<file path="config.mk">
export PLATFORM = sky130hd
export DESIGN_NAME = ido_pipe_buffer_flat
export DESIGN_NICKNAME = d
export VERILOG_FILES = /design/src/rtl/ido_pipe_buffer_if.sv /design/src/rtl/ido_pipe_buffer.sv /design/src/flat_wrapper.sv
export SDC_FILE = /design/constraint.sdc
export NUM_CORES = 1
export LEC_CHECK = 0
export CORE_UTILIZATION = 40
export CTS_CLUSTER_DIAMETER = 80
export DETAILED_ROUTE_END_ITERATION = 7
export GPL_ROUTABILITY_DRIVEN = 0
export PLACE_DENSITY_LB_ADDON = 0.3
export SLEW_MARGIN = 20
export SYNTH_ARGS = -nofsm -noshare
export SYNTH_HDL_FRONTEND = slang
export SYNTH_SLANG_ARGS = --single-unit
</file>
<file path="constraint.sdc">
create_clock -name clk -period 2.9 [get_ports clk]
set_input_delay 0.58 -clock clk [delete_from_list [all_inputs] [get_ports clk]]
set_output_delay 0.58 -clock clk [all_outputs]
set_load 0.02 [all_outputs]
</file>
<file path="src/rtl/ido_pipe_buffer_if.sv">
// Handshake bundle for ido_pipe_buffer: upstream push side, downstream pop side and occupancy.
interface ido_pipe_buffer_if #(
    parameter int DATA_W = 16,
    parameter int DEPTH  = 4
);
    localparam int CNT_W = $clog2(DEPTH) + 1;

    logic              in_valid;
    logic              in_ready;
    logic [DATA_W-1:0] in_data;
    logic              out_valid;
    logic              out_ready;
    logic [DATA_W-1:0] out_data;
    logic [CNT_W-1:0]  count;

    modport master (
        output in_valid, in_data, out_ready,
        input  in_ready, out_valid, out_data, count
    );

    modport slave (
        input  in_valid, in_data, out_ready,
        output in_ready, out_valid, out_data, count
    );
endinterface

</file>
<file path="src/rtl/ido_pipe_buffer.sv">
// FIFO elastic buffer with registered occupancy and synchronous flush.
// Define IDO_BUF_BYPASS_EN to pass a word straight through when empty and downstream is ready.
module ido_pipe_buffer #(
    parameter int DATA_W = 16,
    parameter int DEPTH  = 4
) (
    input  logic               clk,
    input  logic               rst_n,
    input  logic               flush,
    ido_pipe_buffer_if.slave   bus
);
    localparam int PTR_W = $clog2(DEPTH);
    localparam int CNT_W = PTR_W + 1;

    logic [DATA_W-1:0] mem [DEPTH];
    logic [PTR_W-1:0]  wr_ptr;
    logic [PTR_W-1:0]  rd_ptr;
    logic [CNT_W-1:0]  count;
    logic              full;
    logic              empty;
    logic              bypass;
    logic              push;
    logic              pop;

    always_comb begin
        full  = (count == CNT_W'(DEPTH));
        empty = (count == '0);
`ifdef IDO_BUF_BYPASS_EN
        bypass = empty && !flush && bus.in_valid && bus.out_ready;
`else
        bypass = 1'b0;
`endif
        // a bypassed word is consumed downstream and never occupies storage
        push = bus.in_valid && !full && !flush && !bypass;
        pop  = !empty && bus.out_ready && !flush;
    end

    always_comb begin
        bus.in_ready  = !full;
        bus.count     = count;
        bus.out_valid = !empty || bypass;
        bus.out_data  = '0;
        if (bypass) begin
            bus.out_data = bus.in_data;
        end else if (!empty) begin
            bus.out_data = mem[rd_ptr];
        end
    end

    always_ff @(posedge clk) begin
        if (push) begin
            mem[wr_ptr] <= bus.in_data;
        end
    end

    // pointers wrap naturally since DEPTH is a power of two
    always_ff @(posedge clk or negedge rst_n) begin
        if (!rst_n) begin
            wr_ptr <= '0;
            rd_ptr <= '0;
            count  <= '0;
        end else if (flush) begin
            wr_ptr <= '0;
            rd_ptr <= '0;
            count  <= '0;
        end else begin
            if (push) begin
                wr_ptr <= wr_ptr + 1'b1;
            end
            if (pop) begin
                rd_ptr <= rd_ptr + 1'b1;
            end
            case ({push, pop})
                2'b10:   count <= count + 1'b1;
                2'b01:   count <= count - 1'b1;
                default: count <= count;
            endcase
        end
    end
endmodule

</file>
<file path="src/flat_wrapper.sv">
// flat-port wrapper written by rule: the top's interface ports become plain ports
module ido_pipe_buffer_flat 
#(
    parameter int DATA_W = 16,
    parameter int DEPTH  = 4
)
  (clk, rst_n, flush, bus_in_valid, bus_in_data, bus_out_ready, bus_in_ready, bus_out_valid, bus_out_data, bus_count);
  ido_pipe_buffer_if #(.DATA_W(DATA_W), .DEPTH(DEPTH)) bus_i ();
  input  logic clk;
  input  logic rst_n;
  input  logic flush;
  input wire logic [$bits(bus_i.in_valid)-1:0] bus_in_valid;
  input wire logic [$bits(bus_i.in_data)-1:0] bus_in_data;
  input wire logic [$bits(bus_i.out_ready)-1:0] bus_out_ready;
  output wire logic [$bits(bus_i.in_ready)-1:0] bus_in_ready;
  output wire logic [$bits(bus_i.out_valid)-1:0] bus_out_valid;
  output wire logic [$bits(bus_i.out_data)-1:0] bus_out_data;
  output wire logic [$bits(bus_i.count)-1:0] bus_count;
  assign bus_i.in_valid = bus_in_valid;
  assign bus_i.in_data = bus_in_data;
  assign bus_i.out_ready = bus_out_ready;
  assign bus_in_ready = bus_i.in_ready;
  assign bus_out_valid = bus_i.out_valid;
  assign bus_out_data = bus_i.out_data;
  assign bus_count = bus_i.count;
  ido_pipe_buffer #(.DATA_W(DATA_W), .DEPTH(DEPTH)) u_core (.clk(clk), .rst_n(rst_n), .flush(flush), .bus(bus_i));
endmodule
</file>
# Word-level counts from Yosys, hierarchy flattened
# Memory sizes are Yosys's and may differ from the RTL's.
# Cells that the tools add are included.
word_totals:
  ff_bits: 7
  latchBits: 0
  ramBits: 64
  mem_bits_ro: 0
  inputBits: 21
  out_inout_bits: 21
  wordCells: 31
  memories: 1
classes:
  addsub: 4
  mul: 0
  n_div: 0
  n_lt_le_gt_ge: 0
  n_eq_ne: 3
  shift: 0
  mux: 9
  bitwise: 0
  n_reduce_logical: 11
memory_table:
  columns: ["name", "depth", "width", "rd", "rd_ports_with_merged_regs", "write_ports", "line", "source"]
  rows:
  - ["u_core.mem", 4, 16, 1, 0, 1, "ido_pipe_buffer.sv:15", "logic [DATA_W-1:0] mem [DEPTH];"]
op_table:
  columns: ["operator", "n"]
  rows:
  - ["$mux W16", 1]
  - ["$mux W2", 4]
  - ["$pmux W3 S2", 1]
  - ["$add A2 B1 Y2 const B", 2]
  - ["$logic_and A1 B1 Y1", 4]
  - ["$reduce_bool A2 Y1", 2]
  - ["$add A3 B1 Y3 const B", 1]
  - ["$eq A3 B3 Y1 const B", 1]
  - ["$logic_not A1 Y1", 3]
  - ["$logic_not A3 Y1", 1]
  - ["$mux W3", 1]
  - ["$reduce_bool A3 Y1", 1]
  - ["$sub A3 B1 Y3 const B", 1]
  - ["$eq A2 B1 Y1 const B", 1]
  - ["$eq A2 B2 Y1 const B", 1]
  - ["$mux W1", 2]

# Logic depth before layout (Yosys ltp)
# Gate-level depths: netlist of the first run.
depth:
  word_depth: 7
  depth_mapped: 7
  ltp_nobuf: 6

# Least setup slack after synthesis of the first run
# OpenSTA, ideal clock, no wires.
synth_timing:
  path_type: "flip-flop to flip-flop"
  startpoint: "register u_core.count[0] (netlist: u_core.bus.count[0])"
  endpoint: "register u_core.count[1] (netlist: u_core.bus.count[1])"
  setup_time_ns: 0.111
  arrival_ns: 2.090
  t_required_ns: 2.789
  path_slack_ns: 0.699
  stages_incl_launch_ff: 8
  period_less_slack_ns: 2.201
  cell_sequence: "dfrtp_1 > buf_2 > o31ai_1 > nor3_1 > fa_1 > nand2_1 > o211a_1 > a2111oi_2"
synth_via:
  elab_chain_len: 7
  elab_cells_between_ends: 15
  classes_between: "2 x add/sub; 3 x eq/ne; 2 x mux; 8 x reduce/logical"
synth_rtl:
  columns: ["element", "line", "source"]
  rows:
  - ["from (decl)", "ido_pipe_buffer.sv:18", "logic [CNT_W-1:0] count;"]
  - ["from (signal assigned)", "ido_pipe_buffer.sv:74", "2'b10: count <= count + 1'b1;"]
  - ["from (signal assigned)", "ido_pipe_buffer.sv:75", "2'b01: count <= count - 1'b1;"]
  - ["from (signal assigned)", "ido_pipe_buffer.sv:76", "default: count <= count;"]
  - ["$eq A3 B3 Y1 or $logic_not A3 Y1 (tied branches)", "ido_pipe_buffer.sv:26, ido_pipe_buffer.sv:27", null]
  - ["$logic_not A1 Y1, on equally long branches", "ido_pipe_buffer.sv:34, ido_pipe_buffer.sv:35", null]
  - ["$logic_and A1 B1 Y1, on equally long branches (2 in series)", "ido_pipe_buffer.sv:34, ido_pipe_buffer.sv:35", null]
  - ["$eq A2 B1 Y1 or $eq A2 B2 Y1 (tied branches)", "ido_pipe_buffer.sv:73", "case ({push, pop})"]
  - ["$pmux W3 S2", "ido_pipe_buffer.sv:73", null]
  - ["$mux W3", "ido_pipe_buffer.sv:62", "end else if (flush) begin"]
# Several ways; a longest one is shown, not always the timed one.
# A chain may end at the register's enable or synchronous reset.

# Final worst setup path of the first run
layout_timing:
  startpoint: "register u_core.rd_ptr[0]"
  endpoint: "output port bus_out_data[6]"
layout_via:
  elab_chain_len: 2
layout_rtl:
  columns: ["element", "line", "source"]
  rows:
  - ["from (decl)", "ido_pipe_buffer.sv:17", "logic [PTR_W-1:0] rd_ptr;"]
  - ["from (signal assigned)", "ido_pipe_buffer.sv:71", "rd_ptr <= rd_ptr + 1'b1;"]
  - ["$mem_v2 Z4 W16", null, null]
  - ["$mux W16", "ido_pipe_buffer.sv:45", "end else if (!empty) begin"]
  - ["to (decl)", "flat_wrapper.sv:17", "output wire logic [$bits(bus_i.out_data)-1:0] bus_out_data;"]
# Every way passes these cells.

==> flow_summary.ini, run 1 <==
[synthesis]
syn_nets = 196
syn_area_mm2 = 0.00309
synth.largest_area_cell = edfxtp_1
synth-edff-count = 64
synthCells = 170
ys_seq_area_frac = 0.679
synth_common_cells = edfxtp_1 (64), mux4_2 (16), nor2b_1 (8), nor2b_4 (8), dfrtp_1 (7)
yosysTopAreaCellShare = 0.622
avgSynthCellArea_um2 = 18.2
yosysWarnings = 0
synthTopCellsByArea = edfxtp_1 (62%), mux4_2 (12%), dfrtp_1 (5.7%), nor2b_4 (3.6%), ha_1 (1.6%)
synth_seq_cells = 71
yosysMostFrequentCell = edfxtp_1
postSynth.asyncResetShare = 0.0986
ys.flop_type = edfxtp_1
synth.distinct_cells = 38

[sta]
fin_crit_sh = 0.953
skew_ns = 0.00631
setup_slack_ns = 0.136
tightest_slew_ns = 0.379
finalHoldViolations = 0
slew_violations = 0
fmax_ghz = 0.362
grt_setup_unrepaired = no
slew_headroom = 0.745
setup_viol = 0
finalSetupTns_ns = 0
period_minus_slack_ns = 2.76

[global_routing]
grt.overflow.total = 0
track_usage = 0.145
antenna_found_initial = 0
grt_max_degree = 18
grt_pass1_vias = 1717
grt_pass1_wl_um = 8780

[setup_path]
worst-path-max-fanout = 16
worst_r2r_startpoint = u_core.bus.count[0]$_DFFE_PN0P_
cp_top_family = buffers and inverters
crit_type = reg2out
cp.buffers_inverters = 2
r2r_cells = 7
cp-start-kind = register
critPathArrivalTime_ns = 2.18
critPathLaunch = u_core.rd_ptr[0]$_DFFE_PN0P_
cp_num_cells = 4
rrSetupSlack_ns = 0.56
worstPathRequired_ns = 2.32
end_kind = primary output
cpMaxStageDelayCell = clkdlybuf4s50_1
r2r-end = u_core.bus.count[1]$_DFFE_PN0P_
slowest_delay_ns = 0.56
path_cells = buf_12 -> mux4_2 -> nor2b_1 -> clkdlybuf4s50_1

[detailed_routing]
post_drt_wl_per_cell_um = 15.9
dr_total_vias = 1613
vias_per_cell = 4.96
final_antenna_net_count = 0
dr.pass1.iters = 4
drt_iter0_markers = 95
routed_wl_um = 5180
drc = 0

[floorplanning]
coreArea_mm2 = 0.00737
ios = 42
dieArea_mm2 = 0.00807
num_rows = 31
die_h_um = 89.9
die_w_um = 89.9
start_util = 0.419

[power_and_ir_drop]
p_leak_uw = 0.00129
peakVddDrop_v = 0.000246
power.total_uw = 2420
cellPowerDensity_mw_per_mm2 = 626

[place]
dpl.cell_count = 309
place_ws_ns = 0.361
dp.final_hpwl_um = 3270
numPortBuffers = 41

[cts]
post_cts_buffers = 0
clk_path_buf_depth = 2
clk_pin_slew_ns = 0.07
cts_buffers = 9
cts_hold_buf = 0
clk_latency_ns = 0.33
ctsHtreeMaxLevel = 3
cts-resized-gates = 0
clock-root-buffer = clkbuf_8
cts_tree = built
cts_sinks = 71

[final_layout]
drive_gt1_frac = 0.243
diodes = 0
multi_input_area_um2 = 888
ff_latch_area_mm2 = 0.00210
area_delta_synth_final_pct = 25.1
fill_cells = 593
nets = 247
final_util = 0.524
final_cells = 325

[outcome]
status = finished, final reports clean

[worst_hold_path]
min_path_type = in2async

[job]
max-cap-violations = 0
## cells by family after synthesis
logic type | after synthesis | share of synthesized area
buffers and inverters | 18 | 0.0352
AO/OA/AOI/OAI | 17 | 0.0405
AND/OR/NAND/NOR | 40 | 0.0964
adder cells (fa/ha/maj) | 5 | 0.0227
flip-flops | 71 | 0.679
multiplexers | 17 | 0.120
XOR/XNOR | 2 | 0.00567
## layout by cell type (no fill, tap or decap), drive strengths merged, types with 6 or more instances in the layout
| cell type | synthesis | final |
|---|---|---|
| mux4 | 16 | 16 |
| inv | 7 | 7 |
| buf | 10 | 10 |
| dfrtp | 7 | 7 |
| nor2b | 16 | 16 |
| nand3 | 6 | 6 |
| edfxtp | 64 | 64 |
| clkdlybuf4s50 | 0 | 41 |
| clkbuf | 1 | 11 |
## where the power goes
group | leakage [µW] | switching (µW) | internal, µW
Sequential | 0.000674 | 24.1 | 1150
Clock | 0.000102 | 331 | 478
Combinational | 0.000517 | 209 | 227
## worst max path at each step
stage / to / slack [ns]
after global placement: u_core.bus.count[1]$_DFFE_PN0P_ / 0.40
after detailed placement: u_core.bus.count[1]$_DFFE_PN0P_ / 0.36
after CTS: bus_out_data[5] / 0.08
after global routing: bus_out_data[5] / 0.03
after floorplan: u_core.bus.count[1]$_DFFE_PN0P_ / 0.70
final: bus_out_data[6] / 0.14
## flip-flops by register name (all words and copies together) (netlist names)
signal and flops:
u_core.wr_ptr 2, u_core.rd_ptr 2, u_core.mem 64, u_core.bus.count 3
## metal layers
| layer | track usage | vias up | part of all wire |
|---|---|---|---|
| li1 | - | 762 | - |
| met1 | 0.183 | 801 | 0.44 |
| met2 | 0.236 | 40 | 0.51 |
| met3 | 0.0440 | 10 | 0.043 |
| met4 | 0.0538 | 0 | 0.012 |
| met5 | 0 | - | 0 |
## final cells by class
class / instances / area share
clock buffers: 11 / 0.0340
clock inverters: 5 / 0.0188
inverters: 7 / 0.00680
multi-input cells: 81 / 0.230
flip-flops and latches: 71 / 0.543
well taps: 99 / 0.0321
repair buffers: 51 / 0.135
## per-stage QoR
step / hold WS (ns) / cell area [µm²]
after global routing: 0.517 / 3860
after CTS: 0.503 / 3860
after global placement: 0.600 / 3660
after floorplan: 0.284 / 3090
final: 0.512 / 3860
after detailed placement: 0.597 / 3660
Power figures use the tool's default switching activity.
==> run 2, diff against run 1 <==
--- a/config.mk
+++ b/config.mk
@@ -7,2 +7,3 @@
 export LEC_CHECK = 0
+export CAP_MARGIN = 20
 export CORE_UTILIZATION = 40
@@ -12,3 +13,3 @@
 export PLACE_DENSITY_LB_ADDON = 0.3
-export SLEW_MARGIN = 20
+export SLEW_MARGIN = 25
 export SYNTH_ARGS = -nofsm -noshare
--- a/constraint.sdc
+++ b/constraint.sdc
@@ -3,2 +3,2 @@
 set_output_delay 0.58 -clock clk [all_outputs]
-set_load 0.02 [all_outputs]
+set_load 0.1 [all_outputs]
==> flow_summary.ini, run 2 (same netlist as run 1, synthesis figures left out) <==
[cts]
cts_buffers = 9
cts_hold_buf = 0
cts-resized-gates = 0
clk_latency_ns = 0.33
ctsHtreeMaxLevel = 3
post_cts_buffers = 0
cts_tree = built
clock-root-buffer = clkbuf_8
clk_path_buf_depth = 2
clk_pin_slew_ns = 0.07
cts_sinks = 71

[power_and_ir_drop]
p_int_uw = 2010
seqPwrFrac = 0.410
peakVddDrop_v = 0.000280
p_leak_uw = 0.00140
pwr-share-comb = 0.274
switching_power_uw = 857
power.total_uw = 2870
clkPwrFrac = 0.316
switching_share = 0.299
cellPowerDensity_mw_per_mm2 = 713

[setup_path]
rrSetupSlack_ns = 0.66
worst_r2r_startpoint = u_core.bus.count[1]$_DFFE_PN0P_
r2r-end = u_core.bus.count[1]$_DFFE_PN0P_
worstPathRequired_ns = 2.32
cp-start-kind = register
end_kind = primary output
crit_type = reg2out
r2r_cells = 6
critPathArrivalTime_ns = 1.93
worst-path-max-fanout = 13

[detailed_routing]
dr.pass1.iters = 4
vias_per_cell = 4.94
dr_total_vias = 1612
drt_iter0_markers = 56
final_antenna_net_count = 0
post_drt_wl_per_cell_um = 15.8
drc = 0
routed_wl_um = 5140

[floorplanning]
ios = 42
die_w_um = 89.9
start_util = 0.419
dieArea_mm2 = 0.00807
die_h_um = 89.9
coreArea_mm2 = 0.00737
num_rows = 31

[final_layout]
reg_top3 = u_core.mem (64), u_core.bus.count (3)
diodes = 0
most-common-layout-cells = edfxtp_1 (64), clkdlybuf4s50_1 (20), buf_12 (17)
nets = 248
final_common_cell = edfxtp_1
largest_reg_flops = 64
ff_latch_area_mm2 = 0.00210
area_delta_synth_final_pct = 30.4
fill_cells = 586
drive_gt1_frac = 0.348
multi_input_area_um2 = 891
top_register = u_core.mem

[global_routing]
track_usage = 0.141
grt.overflow.total = 0
grt_pass1_wl_um = 8600
grt_max_degree = 19
grt_pass1_vias = 1753
antenna_found_initial = 0

[sta]
grt_setup_unrepaired = no
fmax_ghz = 0.398
skew_ns = 0.00867
fin_hold_ws_ns = 0.517
period_minus_slack_ns = 2.51
finalHoldViolations = 0
slew_headroom = 0.597
fin_crit_sh = 0.867
tightest_slew_ns = 0.605
setup_viol = 0
slew_violations = 0

[place]
numPortBuffers = 41
dp.final_hpwl_um = 3460

[job]
max-cap-violations = 0

[worst_hold_path]
min_path_type = in2async

[outcome]
status = finished, final reports clean
==> run 2: cell count changes in the layout (fill, tap and decap cells not counted), sizes merged <==
cell,previous run,this run
clkbuf,11,9
bufinv,2,3
clkinv,3,4
buf,10,32
clkdlybuf4s50,41,20
==> run 2: how the worst max path moves through the flow <==
stage          slack (ns)                         endpoint                       startpoint
5_1_grt              0.26                  bus_out_data[3]     u_core.rd_ptr[0]$_DFFE_PN0P_
2_1_floorplan       -0.34                  bus_out_data[0]  u_core.bus.count[2]$_DFFE_PN0P_
3_5_place_dp         0.48  u_core.bus.count[1]$_DFFE_PN0P_                     bus_in_valid
3_3_place_gp         0.53  u_core.bus.count[1]$_DFFE_PN0P_                            flush
4_1_cts              0.34                  bus_out_data[3]     u_core.rd_ptr[0]$_DFFE_PN0P_
6_report             0.39                 bus_out_data[13]     u_core.rd_ptr[1]$_DFFE_PN0P_
==> run 2: power groups by stage <==
stage | Combinational, µW | Clock (µW) | Sequential (µW)
global placement | 791 | 0 | 1200
detailed placement | 795 | 0 | 1200
global route | 819 | 971 | 1180
floorplan | 524 | 0 | 1210
finish | 785 | 907 | 1180
CTS | 796 | 927 | 1180
==> run 2: metrics by stage <==
stage          instances   util  worst slack, ns  instance area (µm²)  setup TNS (ns)
6_report             326  0.546            0.387                 4030               0
5_1_grt              326  0.546            0.262                 4030               0
4_1_cts              326  0.546            0.335                 4030               0
3_5_place_dp         310  0.514            0.479                 3790               0
3_3_place_gp         310  0.514            0.525                 3790               0
2_1_floorplan        170      -           -0.337                 3090           -2.41
==> run 2: per-layer routing <==
layer | up-vias | part of all wire | track usage
li1 | 766 | - | -
met1 | 801 | 0.42 | 0.171
met2 | 37 | 0.52 | 0.235
met3 | 8 | 0.045 | 0.0389
met4 | 0 | 0.017 | 0.0659
met5 | - | 0 | 0
==> run 2: final cells by class <==
cell class	instances	area share
clock buffer	9	0.0308
clock inverter	7	0.0277
inverter	7	0.00653
tap	99	0.0308
multi-input combinational	81	0.221
sequential	71	0.521
timing repair buffer	52	0.162
==> run 2: critical path, cell delays in order (launching register included) <==
cell and delay [ns]:
dfrtp_1 0.73, buf_4 0.25, mux4_2 0.29, nor2b_4 0.15
buf_12 0.17
==> run 3, diff against run 2 <==
- CELL_PAD_IN_SITES_DETAIL_PLACEMENT: not set -> 1
- CELL_PAD_IN_SITES_GLOBAL_PLACEMENT: not set -> 2
==> flow_summary.ini, run 3 (same netlist as run 1, synthesis figures left out) <==
[outcome]
status = finished, final reports clean

[final_layout]
final_common_cell = edfxtp_1
largest_reg_flops = 64
top_register = u_core.mem
final_util = 0.540
ff_latch_area_mm2 = 0.00210
area_delta_synth_final_pct = 28.8
multi_input_area_um2 = 891
fill_cells = 699
reg_top3 = u_core.mem (64), u_core.bus.count (3)
drive_gt1_frac = 0.341
nets = 247
most-common-layout-cells = edfxtp_1 (64), clkdlybuf4s50_1 (20), mux4_2 (16), buf_12 (16), buf_4 (15)
diodes = 0

[cts]
clk_pin_slew_ns = 0.07
cts-resized-gates = 0
cts_hold_buf = 0
clock-root-buffer = clkbuf_8
ctsHtreeMaxLevel = 3
clk_latency_ns = 0.33
clk_path_buf_depth = 2
cts_tree = built
post_cts_buffers = 0
cts_sinks = 71
cts_buffers = 9

[sta]
tightest_slew_ns = 0.573
setup_viol = 0
slew_headroom = 0.618
fin_crit_sh = 0.860
fmax_ghz = 0.401
finalSetupTns_ns = 0
finalHoldViolations = 0
skew_ns = 0.00533
grt_setup_unrepaired = no
period_minus_slack_ns = 2.49
slew_violations = 0

[floorplanning]
ios = 42
die_w_um = 89.9
die_h_um = 89.9
coreArea_mm2 = 0.00737
dieArea_mm2 = 0.00807
num_rows = 31
start_util = 0.419

[global_routing]
use_met3 = 0.0364
busiest_layer = met2
grt.overflow.total = 0
met1_usage = 0.191
grt_use_met2 = 0.296
grt_pass1_wl_um = 9810
grt_max_degree = 19
track_usage = 0.164
antenna_found_initial = 0
grt_pass1_vias = 1864

[setup_path]
worst-path-max-fanout = 18
cpMaxStageDelayCell = mux4_2
cp_top_family = multiplexers
cp-start-kind = register
cp.buffers_inverters = 2
path_cells = buf_4 -> mux4_2 -> nor2b_1 -> buf_12
slowest_delay_ns = 0.56
crit_type = reg2out
worstPathRequired_ns = 2.32
end_kind = primary output
critPathArrivalTime_ns = 1.91

[power_and_ir_drop]
cellPowerDensity_mw_per_mm2 = 700
power.total_uw = 2780
peakVddDrop_v = 0.000376
p_leak_uw = 0.00137

[job]
max-cap-violations = 0

[detailed_routing]
dr_total_vias = 1663
dr.pass1.iters = 4
vias_per_cell = 5.12
routed_wl_um = 6200
drc = 0
drt_iter0_markers = 74
final_antenna_net_count = 0
post_drt_wl_per_cell_um = 19.1

[place]
dp.final_hpwl_um = 4120
numPortBuffers = 41

[worst_hold_path]
min_path_type = in2async
## run 3: final timing paths
check / from / endpoint / slack, ns / depth (start not counted)
min in group clk: u_core.wr_ptr[0]$_DFFE_PN0P_ / u_core.wr_ptr[0]$_DFFE_PN0P_ / 0.61 / 2
worst max-delay path: u_core.rd_ptr[0]$_DFFE_PN0P_ / bus_out_data[3] / 0.41 / 4
worst max register to register: u_core.bus.count[1]$_DFFE_PN0P_ / u_core.bus.count[1]$_DFFE_PN0P_ / 0.51 / 6
worst min register to register: u_core.wr_ptr[0]$_DFFE_PN0P_ / u_core.wr_ptr[0]$_DFFE_PN0P_ / 0.61 / 2
worst min-delay path: rst_n / u_core.rd_ptr[0]$_DFFE_PN0P_ / 0.54 / 1
max in group asynchronous: rst_n / u_core.rd_ptr[1]$_DFFE_PN0P_ / 2.09 / 1
## run 3: metal layers
layer	part of all wire	vias to the layer above
met2	0.54	27
li1	-	760
met4	0.0085	0
met5	0	-
met3	0.029	6
met1	0.42	870
## run 3: power breakdown
| part | leakage, µW | switching [µW] | internal [µW] |
|---|---|---|---|
| combinational | 0.000594 | 497 | 290 |
| sequential | 0.000676 | 28.1 | 1150 |
| clock | 0.000104 | 334 | 483 |
## run 3: through the flow
step | hold WS [ns] | std cells | setup slack [ns] | instance area [µm²]
2_1_floorplan | 0.284 | 170 | -0.337 | 3090
4_1_cts | 0.538 | 325 | 0.350 | 3980
5_1_grt | 0.557 | 325 | 0.286 | 3980
3_5_place_dp | 0.601 | 309 | 0.411 | 3770
3_3_place_gp | 0.594 | 309 | 0.540 | 3770
6_report | 0.538 | 325 | 0.407 | 3980
## run 3: layout make-up
class	instances	share of cell area
Clock buffer	12	0.0340
Clock inverter	4	0.0176
Inverter	7	0.00661
Multi-Input combinational cell	81	0.224
Sequential cell	71	0.527
Tap cell	99	0.0312
Timing Repair Buffer	51	0.159
